<file path="src/rtl/div_unit.sv">
// Iterative 32-cycle restoring divider for the execute stage (DIV/DIVU).
// Result is {remainder, quotient}; the request handshake holds the result until start_i drops.
module div_unit #(
    parameter int DATA_W = 32
) (
    input  logic                  clk,
    input  logic                  rst,
    input  logic                  signed_div_i,
    input  logic [DATA_W-1:0]     opdata1_i,
    input  logic [DATA_W-1:0]     opdata2_i,
    input  logic                  start_i,
    input  logic                  annul_i,
    output logic [2*DATA_W-1:0]   result_o,
    output logic                  ready_o,
    output logic                  busy_o
);

    localparam int CNT_W = $clog2(DATA_W) + 1;
    localparam logic [CNT_W-1:0] LAST_CNT = CNT_W'(DATA_W);

    typedef enum logic [1:0] {FREE, BYZERO, ON, END} state_t;

    state_t              state_q, state_d;
    logic [CNT_W-1:0]    cnt_q;
    logic [DATA_W-1:0]   rem_q;
    logic [DATA_W-1:0]   quo_q;
    logic [DATA_W-1:0]   dvs_q;
    logic                neg_quo_q;
    logic                neg_rem_q;

    logic [DATA_W:0]     shifted;
    logic [DATA_W-1:0]   diff;
    logic                fits;
    logic [DATA_W-1:0]   rem_nxt;
    logic                accept;
    logic                dvd_neg;
    logic                dvs_neg;

    function automatic logic [DATA_W-1:0] cond_neg(input logic [DATA_W-1:0] v,
                                                   input logic neg);
        logic signed [DATA_W-1:0] sv;
        sv = v;
        return neg ? DATA_W'(-sv) : v;
    endfunction

    assign accept  = start_i && !annul_i;
    assign dvd_neg = signed_div_i && opdata1_i[DATA_W-1];
    assign dvs_neg = signed_div_i && opdata2_i[DATA_W-1];
    assign busy_o  = (state_q != FREE);

    // One restoring step: the dividend sits in quo_q and leaves MSB first
    // while quotient bits enter at the LSB.
    always_comb begin
        shifted = {rem_q, quo_q[DATA_W-1]};
        fits    = (shifted >= {1'b0, dvs_q});
        diff    = shifted[DATA_W-1:0] - dvs_q;
        rem_nxt = fits ? diff : shifted[DATA_W-1:0];
    end

    always_ff @(posedge clk or negedge rst) begin
        if (!rst) state_q <= FREE;
        else      state_q <= state_d;
    end

    always_comb begin
        state_d = state_q;
        case (state_q)
            FREE:    if (accept) state_d = (opdata2_i == '0) ? BYZERO : ON;
            BYZERO:  state_d = annul_i ? FREE : END;
            ON: begin
                if (annul_i)                state_d = FREE;
                else if (cnt_q == LAST_CNT) state_d = END;
            end
            END:     if (!start_i) state_d = FREE;
            default: state_d = FREE;
        endcase
    end

    always_ff @(posedge clk or negedge rst) begin
        if (!rst) begin
            cnt_q     <= '0;
            rem_q     <= '0;
            quo_q     <= '0;
            dvs_q     <= '0;
            neg_quo_q <= 1'b0;
            neg_rem_q <= 1'b0;
            result_o  <= '0;
            ready_o   <= 1'b0;
        end else begin
            case (state_q)
                FREE: begin
                    if (accept) begin
                        cnt_q     <= '0;
                        rem_q     <= '0;
                        quo_q     <= cond_neg(opdata1_i, dvd_neg);
                        dvs_q     <= cond_neg(opdata2_i, dvs_neg);
                        neg_quo_q <= dvd_neg ^ dvs_neg;
                        neg_rem_q <= dvd_neg;
                    end
                end
                BYZERO: begin
                    if (!annul_i) begin
                        result_o <= '0;
                        ready_o  <= 1'b1;
                    end
                end
                ON: begin
                    if (!annul_i) begin
                        if (cnt_q == LAST_CNT) begin
                            result_o <= {cond_neg(rem_q, neg_rem_q),
                                         cond_neg(quo_q, neg_quo_q)};
                            ready_o  <= 1'b1;
                        end else begin
                            rem_q <= rem_nxt;
                            quo_q <= {quo_q[DATA_W-2:0], fits};
                            cnt_q <= cnt_q + CNT_W'(1);
                        end
                    end
                end
                END: begin
                    if (!start_i) begin
                        result_o <= '0;
                        ready_o  <= 1'b0;
                    end
                end
                default: begin
                    result_o <= '0;
                    ready_o  <= 1'b0;
                end
            endcase
        end
    end

endmodule

</file>
<file path="config.mk">
export PLATFORM = sky130hd
export DESIGN_NAME = div_unit
export DESIGN_NICKNAME = d
export VERILOG_FILES = /design/src/rtl/div_unit.sv
export SDC_FILE = /design/constraint.sdc
export NUM_CORES = 1
export LEC_CHECK = 0
export BUFFER_PORTS_ARGS = -buffer_cell sky130_fd_sc_hd__buf_2
export CORE_MARGIN = 8
export CORE_UTILIZATION = 45
export DETAILED_ROUTE_END_ITERATION = 8
export HOLD_SLACK_MARGIN = 0.15
export PLACE_DENSITY = 0.64
export SYNTH_ARGS = -nofsm -noshare
export SYNTH_HDL_FRONTEND = slang
export SYNTH_SLANG_ARGS = --single-unit
</file>
<file path="constraint.sdc">
create_clock -name clk -period 3.7 [get_ports clk]
set_input_delay 0.185 -clock clk [delete_from_list [all_inputs] [get_ports clk]]
set_output_delay 0.185 -clock clk [all_outputs]
set_load 0.01 [all_outputs]
</file>
# After elaboration in Yosys (flattened, before gate mapping)
# Cells that the tools add are included.
# classes
n_mux	34
multipliers	0
shift	0
div_mod_pow	0
n_lt_le_gt_ge	1
n_reduce_logical	13
bitwise	1
eq_ne	11
n_addsub	6
# ops
cell	count
$mux W32	11
$mux W64	4
$pmux W64 S3	1
$neg A32 Y32	4
$pmux W32 S2	2
$ge A33 B32 Y1	1
$logic_not A32 Y1	1
$sub A32 B32 Y32	1
$mux W6	3
$mux W2	6
$ne A2 B2 Y1 const B	6
$pmux W6 S2	1
$pmux W2 S4	1
$add A6 B1 Y6 const B	1
$eq A6 B6 Y1 const B	1
$reduce_and A5 Y1	1
$eq A2 B2 Y1 const B	2
$mux W1	4
$reduce_and A4 Y1	1
$reduce_bool A2 Y1	2
$logic_and A1 B1 Y1	3
$ne A3 B3 Y1 const B	1
$pmux W1 S3	1
$reduce_and A3 Y1	1
other kinds (6)	6
# word_totals
ff_bits	171
wordCells	75
mem_count	0
rom_bits	0
mem_bits_rw	0
input_bits	69
output_inout_bits	66
latchBits	0

# Longest topological paths before layout
# Gate-level depths: netlist (run 1).
# logic_depth
depth_word	5
mapped_depth	14
mapped_depth_nobuf	13

# Least setup slack after synthesis (run 1)
# No wires, ideal clock.
# synth_path
path_kind	register to register
startpoint	register rem_q[17]
endpoint	register rem_q[22]
t_required_ns	3.562
n_path_buf	2
synth_period_minus_slack_ns	3.050
path_stages_with_launch	12
setup_ns	0.138
arrival_time_ns	2.912
slack_ns	0.650
cell_sequence	dfrtp_1 -> ha_1 -> clkbuf_1 -> a21oi_1 -> o21ai_0 -> o41ai_1 -> a21oi_1 -> o31ai_2 -> nand2_1 -> buf_2 -> nand2_1 -> o221ai_1
# synth_between
elab_chain_cells	5
elab_cells_between_ends	6
classes_between	add/sub: 1; order compare: 1; mux: 4
# synth_rtl
element	line_no	source
from (decl)	25	logic [DATA_W-1:0] rem_q;
from (signal assigned)	114	rem_q <= rem_nxt;
$sub A32 B32 Y32 or $ge A33 B32 Y1 (tied branches)	56, 55	
$mux W32 (*)	57	rem_nxt = fits ? diff : shifted[DATA_W-1:0];
$mux W32 (*)	109	if (cnt_q == LAST_CNT) begin
$mux W32 (*)	108	if (!annul_i) begin
$pmux W32 S2 (*)	90	case (state_q)
# Every way passes the cells marked *; elsewhere a longest branch is shown, timed or not. The select of a mux whose other input is x is not followed.
# A chain may end at the register's enable or synchronous reset.

# Worst setup path in the final report (run 1)
# layout_path
startpoint	register quo_q[31]
endpoint	register rem_q[30]
# layout_between
elab_chain_cells	5
elab_cells_between_ends	6
classes_between	add/sub: 1; order compare: 1; mux: 4
# layout_rtl
element	line_no	source
from (decl)	26	logic [DATA_W-1:0] quo_q;
from (signal assigned)	95	quo_q <= cond_neg(opdata1_i, dvd_neg);
from (signal assigned)	115	quo_q <= {quo_q[DATA_W-2:0], fits};
$sub A32 B32 Y32 or $ge A33 B32 Y1 (tied branches)	56, 55	
$mux W32 (*)	57	
$mux W32 (*)	109	
$mux W32 (*)	108	
$pmux W32 S2 (*)	90	
# Marks and branches as above.

==> impl_metrics.prom, run 1 <==
# TYPE chip_impl_metric gauge
chip_impl_info{name="status",value="completed"} 1
chip_impl_metric{name="synth.avg_cell_area",unit="um^2"} 8.29
chip_impl_metric{name="vdd_ir_drop_max",unit="mV"} 0.462
chip_impl_metric{name="swShare",unit="%"} 47.6
chip_impl_info{name="largest_family_of_logic_cells_by_synthesized_area",value="compound AO/OA/AOI/OAI gates"} 1
chip_impl_metric{name="power_per_cell_area",unit="mW/mm^2"} 855
chip_impl_metric{name="final_hold_viol_count",unit=""} 0
chip_impl_metric{name="grt_antenna_before_repair",unit=""} 2
chip_impl_info{name="ys.flop_type",value="dfrtp_1"} 1
chip_impl_info{name="criticalPathCategory",value="reg2reg"} 1
chip_impl_metric{name="power.leakage",unit="nW"} 6.17
chip_impl_metric{name="detailedRoute.firstPassIterationCount",unit=""} 5
chip_impl_metric{name="synthesized_flop_and_latch_total",unit=""} 171
chip_impl_metric{name="power.share.sequential",unit="%"} 26.5
chip_impl_metric{name="global_route_wire_length_before_repair",unit="mm"} 52.1
chip_impl_metric{name="synth-simple-area-share",unit="%"} 16.8
chip_impl_metric{name="grt_pass1_vias",unit=""} 9964
chip_impl_metric{name="drt_wl_total",unit="mm"} 31.1
chip_impl_info{name="cts-root-buf",value="clkbuf_16"} 1
chip_impl_info{name="setup_repair_after_global_routing_missed_its_margin",value="no"} 1
chip_impl_info{name="endpoint_kind",value="flop"} 1
chip_impl_metric{name="die_ar",unit="mm^2"} 0.0303
chip_impl_metric{name="grt_max_degree",unit=""} 96
chip_impl_metric{name="max_cap_viol_count",unit=""} 0
chip_impl_metric{name="cts.reportedPaths.clkPinSlew",unit="ns"} 0.07
chip_impl_metric{name="netlist_area",unit="mm^2"} 0.0112
chip_impl_metric{name="dp_cells",unit=""} 1788
chip_impl_metric{name="asyncSetResetFlopFracSynth",unit="%"} 100
chip_impl_metric{name="synth_nets",unit=""} 1468
chip_impl_metric{name="total_switching_power",unit="W"} 0.00544
chip_impl_metric{name="die_width",unit="um"} 174
chip_impl_metric{name="max_clock_freq",unit="GHz"} 0.302
chip_impl_metric{name="cts.htree.levels",unit=""} 4
chip_impl_metric{name="final-instance-count-excl-fill",unit=""} 1859
chip_impl_info{name="most-common-layout-cells",value="nand2_1, o21ai_0, dfrtp_1"} 1
chip_impl_metric{name="ports",unit=""} 135
chip_impl_metric{name="worstSkewPairLatency",unit="ns"} 0.44
chip_impl_metric{name="filler_cell_count",unit=""} 2359
chip_impl_metric{name="rows",unit=""} 58
chip_impl_metric{name="floorplan.initialDensity",unit="%"} 45.3
chip_impl_metric{name="area_delta_synth_final",unit="%"} 18.9
chip_impl_metric{name="dpl_cell_area",unit="mm^2"} 0.0124
chip_impl_metric{name="max_slew.worst_pin.slew",unit="ns"} 1.08
chip_impl_metric{name="tritoncts.num_buffers",unit=""} 17
chip_impl_metric{name="synth.mux.area_fraction",unit="%"} 1.97
chip_impl_metric{name="post-route-drc-count",unit=""} 0
chip_impl_metric{name="vias",unit=""} 10200
chip_impl_metric{name="final_nets",unit=""} 1626
chip_impl_metric{name="postCtsSetupBuffers",unit=""} 0
chip_impl_metric{name="route.detailed.wl_per_inst",unit="um"} 16.7
chip_impl_metric{name="post-dp-hpwl",unit="mm"} 23.3
chip_impl_metric{name="cp.required",unit="ns"} 4.02
chip_impl_metric{name="portion_of_the_clock_cycle_consumed_by_the_worst_path_in_the_final_layout",unit="%"} 89.5
chip_impl_metric{name="grt_use_total",unit="%"} 20.8
chip_impl_metric{name="synth.yosys.seq_area_share",unit="%"} 38.1
chip_impl_metric{name="synth_enable_flop_cells",unit=""} 0
chip_impl_metric{name="timing.critical_path.fanout_max",unit=""} 4
chip_impl_metric{name="placement.io_buffers",unit=""} 134
chip_impl_metric{name="final_core_util",unit="%"} 53.9
chip_impl_metric{name="yosysUniqueCellTypes",unit=""} 64
chip_impl_metric{name="layout-drive-gt1-share",unit="%"} 14.8
chip_impl_metric{name="fin_worst_skew",unit="ns"} 0.0132
chip_impl_metric{name="area_used_by_multi_input_combinational_logic",unit="mm^2"} 0.00651
chip_impl_metric{name="seqCellArea",unit="mm^2"} 0.00428
chip_impl_info{name="clock_tree_from_tritoncts",value="built"} 1
chip_impl_metric{name="viasPerCell",unit=""} 5.50
chip_impl_info{name="cp-start-kind",value="flop"} 1
chip_impl_metric{name="power_frac_clock",unit="%"} 16.5
chip_impl_metric{name="critical_path_arrival",unit="ns"} 3.63
chip_impl_metric{name="clock-sinks",unit=""} 171
chip_impl_metric{name="layout_min_cycle_time",unit="ns"} 3.31
chip_impl_metric{name="design_area",unit="mm^2"} 0.0134
chip_impl_metric{name="core-area",unit="mm^2"} 0.0248
chip_impl_metric{name="power.internal",unit="W"} 0.00599
chip_impl_metric{name="gr-total-overflow",unit=""} 0
chip_impl_metric{name="compound_gate_fraction_of_synth_area",unit="%"} 23.3
chip_impl_metric{name="yosys_warnings",unit=""} 0
chip_impl_metric{name="whs",unit="ns"} 0.150
chip_impl_metric{name="syn-instance-count",unit=""} 1356
chip_impl_metric{name="postRouteAntennaNets",unit=""} 0
chip_impl_metric{name="timing.max_slew.rel_slack",unit="%"} 27.5
chip_impl_info{name="mostFrequentLayoutCell",value="nand2_1"} 1
chip_impl_metric{name="post_synth_xor_xnor_area",unit="%"} 10.8
chip_impl_info{name="hold_path_class",value="in2reg"} 1
chip_impl_metric{name="synth_adder_area_share",unit="%"} 4.85
chip_impl_metric{name="clk_path_buf_depth",unit=""} 2
chip_impl_metric{name="gp_routability_congestion",unit=""} 0.907
chip_impl_metric{name="drt_iter0_drc",unit=""} 912
chip_impl_metric{name="maxSlewViolCount",unit=""} 0
chip_impl_metric{name="die_h",unit="um"} 174
chip_impl_metric{name="final.setup.tns",unit="ns"} 0
chip_impl_metric{name="finalSetupViolations",unit=""} 0
chip_impl_metric{name="power_frac_comb",unit="%"} 56.9
## cell type report
type / instances / area share [%]
Multi-Input combinational cell: 1059 / 48.7
Sequential cell: 171 / 32.0
Timing Repair Buffer: 207 / 9.95
Clock buffer: 18 / 3.28
Tap cell: 330 / 3.09
Inverter: 58 / 1.63
Clock inverter: 14 / 1.34
Antenna cell: 2 / 0.0374
## Yosys cell counts (all sizes together) (11+ instances only)
cell | number | area (um^2)
nand2 | 222 | 833
o21ai | 220 | 1100
dfrtp | 171 | 4280
xor2 | 98 | 858
a21oi | 95 | 475
nor2 | 64 | 240
inv | 58 | 218
clkbuf | 57 | 214
ha | 42 | 526
xnor2 | 40 | 350
o31ai | 37 | 298
nand3 | 22 | 110
mux2i | 21 | 210
nor3 | 21 | 105
a21o | 19 | 143
o41ai | 17 | 175
or3 | 15 | 93.8
nor4 | 14 | 100
or4 | 13 | 109
buf | 11 | 46.3
nand4 | 11 | 68.8
## metrics by stage
stage	setup slack [ns]	total power, W
5_1_grt	0.115	0.0124
3_3_place_gp	0.371	0.00938
2_1_floorplan	0.650	0.00760
6_report	0.389	0.0114
3_5_place_dp	0.295	0.00945
4_1_cts	0.283	0.0114
## routing by layer
metal | global-route usage [%] | vias up | part of all wire [%]
met5 | 0 | - | 0
met4 | 5.77 | 0 | 1.2
met3 | 3.49 | 31 | 5.7
met2 | 30.3 | 266 | 42
met1 | 31.0 | 4788 | 51
li1 | - | 5135 | -
## repair_timing
| item | in CTS | in global routing |
|---|---|---|
| hold buffers | 37 | 0 |
| endpoints found under the setup margin | 0 | 1 |
| endpoints found under the hold margin | 120 | 0 |
| gates resized for setup | 0 | 1 |
## registers in the layout (all words and copies together), names as in the netlist
signal	count
result_o	64
neg_rem_q	1
ready_o	1
state_q	2
rem_q	32
cnt_q	6
neg_quo_q	1
quo_q	32
dvs_q	32
## final timing paths
path	end	from	cells past startpoint	slack, ns
max in group asynchronous	rem_q[21]	rst	3	2.36
worst min-delay path	quo_q[25]	opdata1_i[25]	4	0.15
worst max register to register	rem_q[30]	quo_q[31]	13	0.39
worst max-delay path	rem_q[30]	quo_q[31]	13	0.39
min in group asynchronous	result_o[13]	rst	2	0.37
worst min register to register	result_o[32]	result_o[32]	2	0.47
## power by group through the flow
| stage | Clock [W] | Sequential (W) | Combinational [W] |
|---|---|---|---|
| final | 0.00189 | 0.00303 | 0.00651 |
| after floorplan | 0 | 0.00286 | 0.00473 |
| after detailed placement | 0 | 0.00305 | 0.00640 |
| after CTS | 0.00192 | 0.00302 | 0.00647 |
| after global routing | 0.00200 | 0.00312 | 0.00730 |
| after global placement | 0 | 0.00301 | 0.00637 |
## critical path, stage by stage (launching register included)
cell	delay (ns)
dfrtp_1	0.38
inv_1	0.14
ha_1	0.19
inv_1	0.05
fa_1	0.42
a211o_1	0.28
o211ai_1	0.13
a211oi_1	0.18
o21ai_1	0.29
o21ai_1	0.14
a311o_1	0.43
a221oi_1	0.31
xor2_1	0.18
o21ai_1	0.08
## kinds of logic after synthesis
group | after synthesis
xor+xnor | 138
fa+ha+maj | 43
mux | 22
compound gates | 439
flops | 171
simple gates | 417
buf+inv | 126
Power figures use the tool's default switching activity.
==> run 2: changes to the inputs <==
PLACE_DENSITY = 0.67   (was 0.64)
SETUP_SLACK_MARGIN = 0.15   (was not set)
clock period = 2.8 ns   (was 3.7 ns; I/O delays follow)
==> impl_metrics.prom, run 2 (synthesized netlist as in run 1, its figures left out) <==
# TYPE chip_impl_metric gauge
chip_impl_info{name="status",value="complete, but fails checks"} 1
chip_impl_info{name="failed_checks",value="negative setup slack"} 1
chip_impl_metric{name="floorplan.initialDensity",unit="%"} 45.3
chip_impl_metric{name="die_h",unit="um"} 174
chip_impl_metric{name="fin_worst_skew",unit="ns"} 0.0118
chip_impl_metric{name="timing.critical_path.fanout_max",unit=""} 3
chip_impl_metric{name="r2r_setup_slack",unit="ns"} -0.12
chip_impl_info{name="cp-start-kind",value="flop"} 1
chip_impl_metric{name="final_hold_viol_count",unit=""} 0
chip_impl_metric{name="clock-sinks",unit=""} 171
chip_impl_metric{name="power.leakage",unit="nW"} 7.06
chip_impl_metric{name="die_width",unit="um"} 174
chip_impl_metric{name="die_ar",unit="mm^2"} 0.0303
chip_impl_metric{name="max_stage_delay",unit="ns"} 0.47
chip_impl_metric{name="ports",unit=""} 135
chip_impl_metric{name="post-dp-hpwl",unit="mm"} 24.4
chip_impl_info{name="worst_hold_startpoint",value="opdata1_i[7]"} 1
chip_impl_metric{name="max_cap_viol_count",unit=""} 0
chip_impl_metric{name="core-area",unit="mm^2"} 0.0248
chip_impl_metric{name="gr-total-overflow",unit=""} 0
chip_impl_metric{name="vdd_ir_drop_max",unit="mV"} 0.592
chip_impl_metric{name="portion_of_the_clock_cycle_consumed_by_the_worst_path_in_the_final_layout",unit="%"} 104
chip_impl_metric{name="grt_antenna_before_repair",unit=""} 3
chip_impl_metric{name="power_per_cell_area",unit="mW/mm^2"} 1230
chip_impl_metric{name="min_path_cells",unit=""} 5
chip_impl_metric{name="max_ffs_per_register",unit=""} 64
chip_impl_metric{name="grt_max_degree",unit=""} 96
chip_impl_metric{name="r2r.worst_path.cells",unit=""} 9
chip_impl_info{name="crit_path_cell_trace",value="nor4_4 -> nand3_2 -> or4_4 -> or3_1 -> or2_1 -> or4_4 -> o41ai_4 -> xor2_1 -> o21ai_1"} 1
chip_impl_metric{name="final_core_util",unit="%"} 61.5
chip_impl_metric{name="detailedRoute.firstPassIterationCount",unit=""} 5
chip_impl_metric{name="route.detailed.wl_per_inst",unit="um"} 17.1
chip_impl_metric{name="clk_path_buf_depth",unit=""} 2
chip_impl_metric{name="viasPerCell",unit=""} 5.57
chip_impl_metric{name="layout-drive-gt1-share",unit="%"} 27.6
chip_impl_metric{name="cts.htree.levels",unit=""} 4
chip_impl_metric{name="grt_pass1_vias",unit=""} 10800
chip_impl_metric{name="final_nets",unit=""} 1782
chip_impl_metric{name="dpl_cell_area",unit="mm^2"} 0.0133
chip_impl_info{name="hold_path_class",value="in2reg"} 1
chip_impl_metric{name="drt_iter0_drc",unit=""} 1005
chip_impl_info{name="r2r-end",value="result_o[61]"} 1
chip_impl_metric{name="max_clock_freq",unit="GHz"} 0.342
chip_impl_info{name="cts-root-buf",value="clkbuf_16"} 1
chip_impl_metric{name="tritoncts.num_buffers",unit=""} 17
chip_impl_info{name="clock_tree_from_tritoncts",value="built"} 1
chip_impl_metric{name="rows",unit=""} 58
chip_impl_metric{name="maxSlewViolCount",unit=""} 0
chip_impl_metric{name="area_delta_synth_final",unit="%"} 35.9
chip_impl_metric{name="post-route-drc-count",unit=""} 0
chip_impl_metric{name="finalSetupViolations",unit=""} 10
chip_impl_metric{name="postRouteAntennaNets",unit=""} 0
chip_impl_metric{name="max_slew.worst_pin.slew",unit="ns"} 0.969
chip_impl_metric{name="layout_min_cycle_time",unit="ns"} 2.92
chip_impl_metric{name="timing.max_slew.rel_slack",unit="%"} 35.4
chip_impl_info{name="path_common_cell",value="or4_4"} 1
chip_impl_metric{name="grt_use_total",unit="%"} 22.1
chip_impl_metric{name="critical_path_arrival",unit="ns"} 3.22
chip_impl_info{name="criticalPathCategory",value="reg2reg"} 1
chip_impl_info{name="slowest_stage",value="or4_4"} 1
chip_impl_metric{name="drt_wl_total",unit="mm"} 34.6
chip_impl_metric{name="placement.io_buffers",unit=""} 134
chip_impl_metric{name="global_route_wire_length_before_repair",unit="mm"} 55.5
chip_impl_metric{name="cp.required",unit="ns"} 3.10
chip_impl_metric{name="vias",unit=""} 11200
chip_impl_metric{name="whs",unit="ns"} 0.168
chip_impl_metric{name="finalWorstSetupSlack",unit="ns"} -0.120
chip_impl_metric{name="design_area",unit="mm^2"} 0.0153
chip_impl_info{name="endpoint_kind",value="flop"} 1
chip_impl_info{name="setup_repair_after_global_routing_missed_its_margin",value="yes"} 1
chip_impl_info{name="top_register_by_number_of_flip_flops",value="result_o"} 1
chip_impl_info{name="critical_path.reg2reg.startpoint",value="rem_q[14]"} 1
chip_impl_metric{name="gp_routability_congestion",unit=""} 0.914
chip_impl_info{name="mostFrequentLayoutCell",value="nand2_1"} 1
chip_impl_metric{name="total_power",unit="W"} 0.0189
chip_impl_metric{name="filler_cell_count",unit=""} 2138
chip_impl_info{name="hold_end",value="quo_q[7]"} 1
chip_impl_info{name="most-common-layout-cells",value="nand2_1, o21ai_0, dfrtp_1"} 1
chip_impl_metric{name="cts.reportedPaths.clkPinSlew",unit="ns"} 0.07
chip_impl_metric{name="worstSkewPairLatency",unit="ns"} 0.44
-- run 2: changes by cell type in the layout (fill, tap and decap cells not counted), sizes merged --
cell,change
clkinv,+1
inv,+1
dlygate4sd3,+7
clkinvlp,+1
bufinv,-2
buf,+148
-- run 2: worst max path at each step --
stage                   endpoint  depth (start not counted)  startpoint  slack [ns]
global route        result_o[60]                          9   rem_q[12]       -0.19
detailed placement     rem_q[30]                         13   quo_q[31]       -0.11
finish              result_o[61]                          9   rem_q[14]       -0.12
global placement       rem_q[25]                         12    rem_q[9]       -0.07
floorplan           result_o[61]                          9   rem_q[14]       -0.06
CTS                 result_o[61]                          9   rem_q[14]       -0.07
-- run 2: area by class of cell --
cell class	count	area [um^2]	area share, %
inverter	58	218	1.43
timing repair buffer	363	2700	17.7
clock inverter	15	171	1.12
sequential	171	4290	28.1
tap	330	413	2.70
clock buffer	17	425	2.79
antenna	2	5.00	0.0328
multi-input combinational	1059	7050	46.2
-- run 2: worst max-delay path: cells and delay by family, from the launching register on --
family                    cells  cell delay [ns]
DFF                           1             0.41
and+or+nand+nor               6             1.92
AOI/OAI and AO/OA             2             0.30
xor gates and xnor gates      1             0.17
-- run 2: repair_timing --
action	in CTS	in global routing
endpoints found under the setup margin	47	62
hold buffers	44	0
cloned	1	1
resized for setup	53	77
pin swaps	44	37
setup buffers	29	12
endpoints found under the hold margin	110	0
-- run 2: stage by stage --
step           std cells  setup slack (ns)  setup TNS [ns]
2_1_floorplan       1356           -0.0605          -0.116
3_3_place_gp        1894           -0.0722          -0.193
3_5_place_dp        1894            -0.110          -0.708
4_1_cts             2000           -0.0749          -0.275
5_1_grt             2015            -0.188           -2.64
6_report            2015            -0.120          -0.588
-- run 2: report_power, final --
part           switching [W]  total [W]  internal [W]
Clock                0.00119    0.00239       0.00121
Combinational        0.00665     0.0125       0.00587
Sequential          0.000791    0.00394       0.00315
-- run 2: per-layer routing --
metal | routed length, um | vias up | global-route usage (%)
met5 | 13 | - | 0
li1 | - | 5443 | -
met4 | 748 | 2 | 6.41
met1 | 16300 | 5366 | 31.0
met3 | 2120 | 63 | 4.38
met2 | 15400 | 352 | 33.9
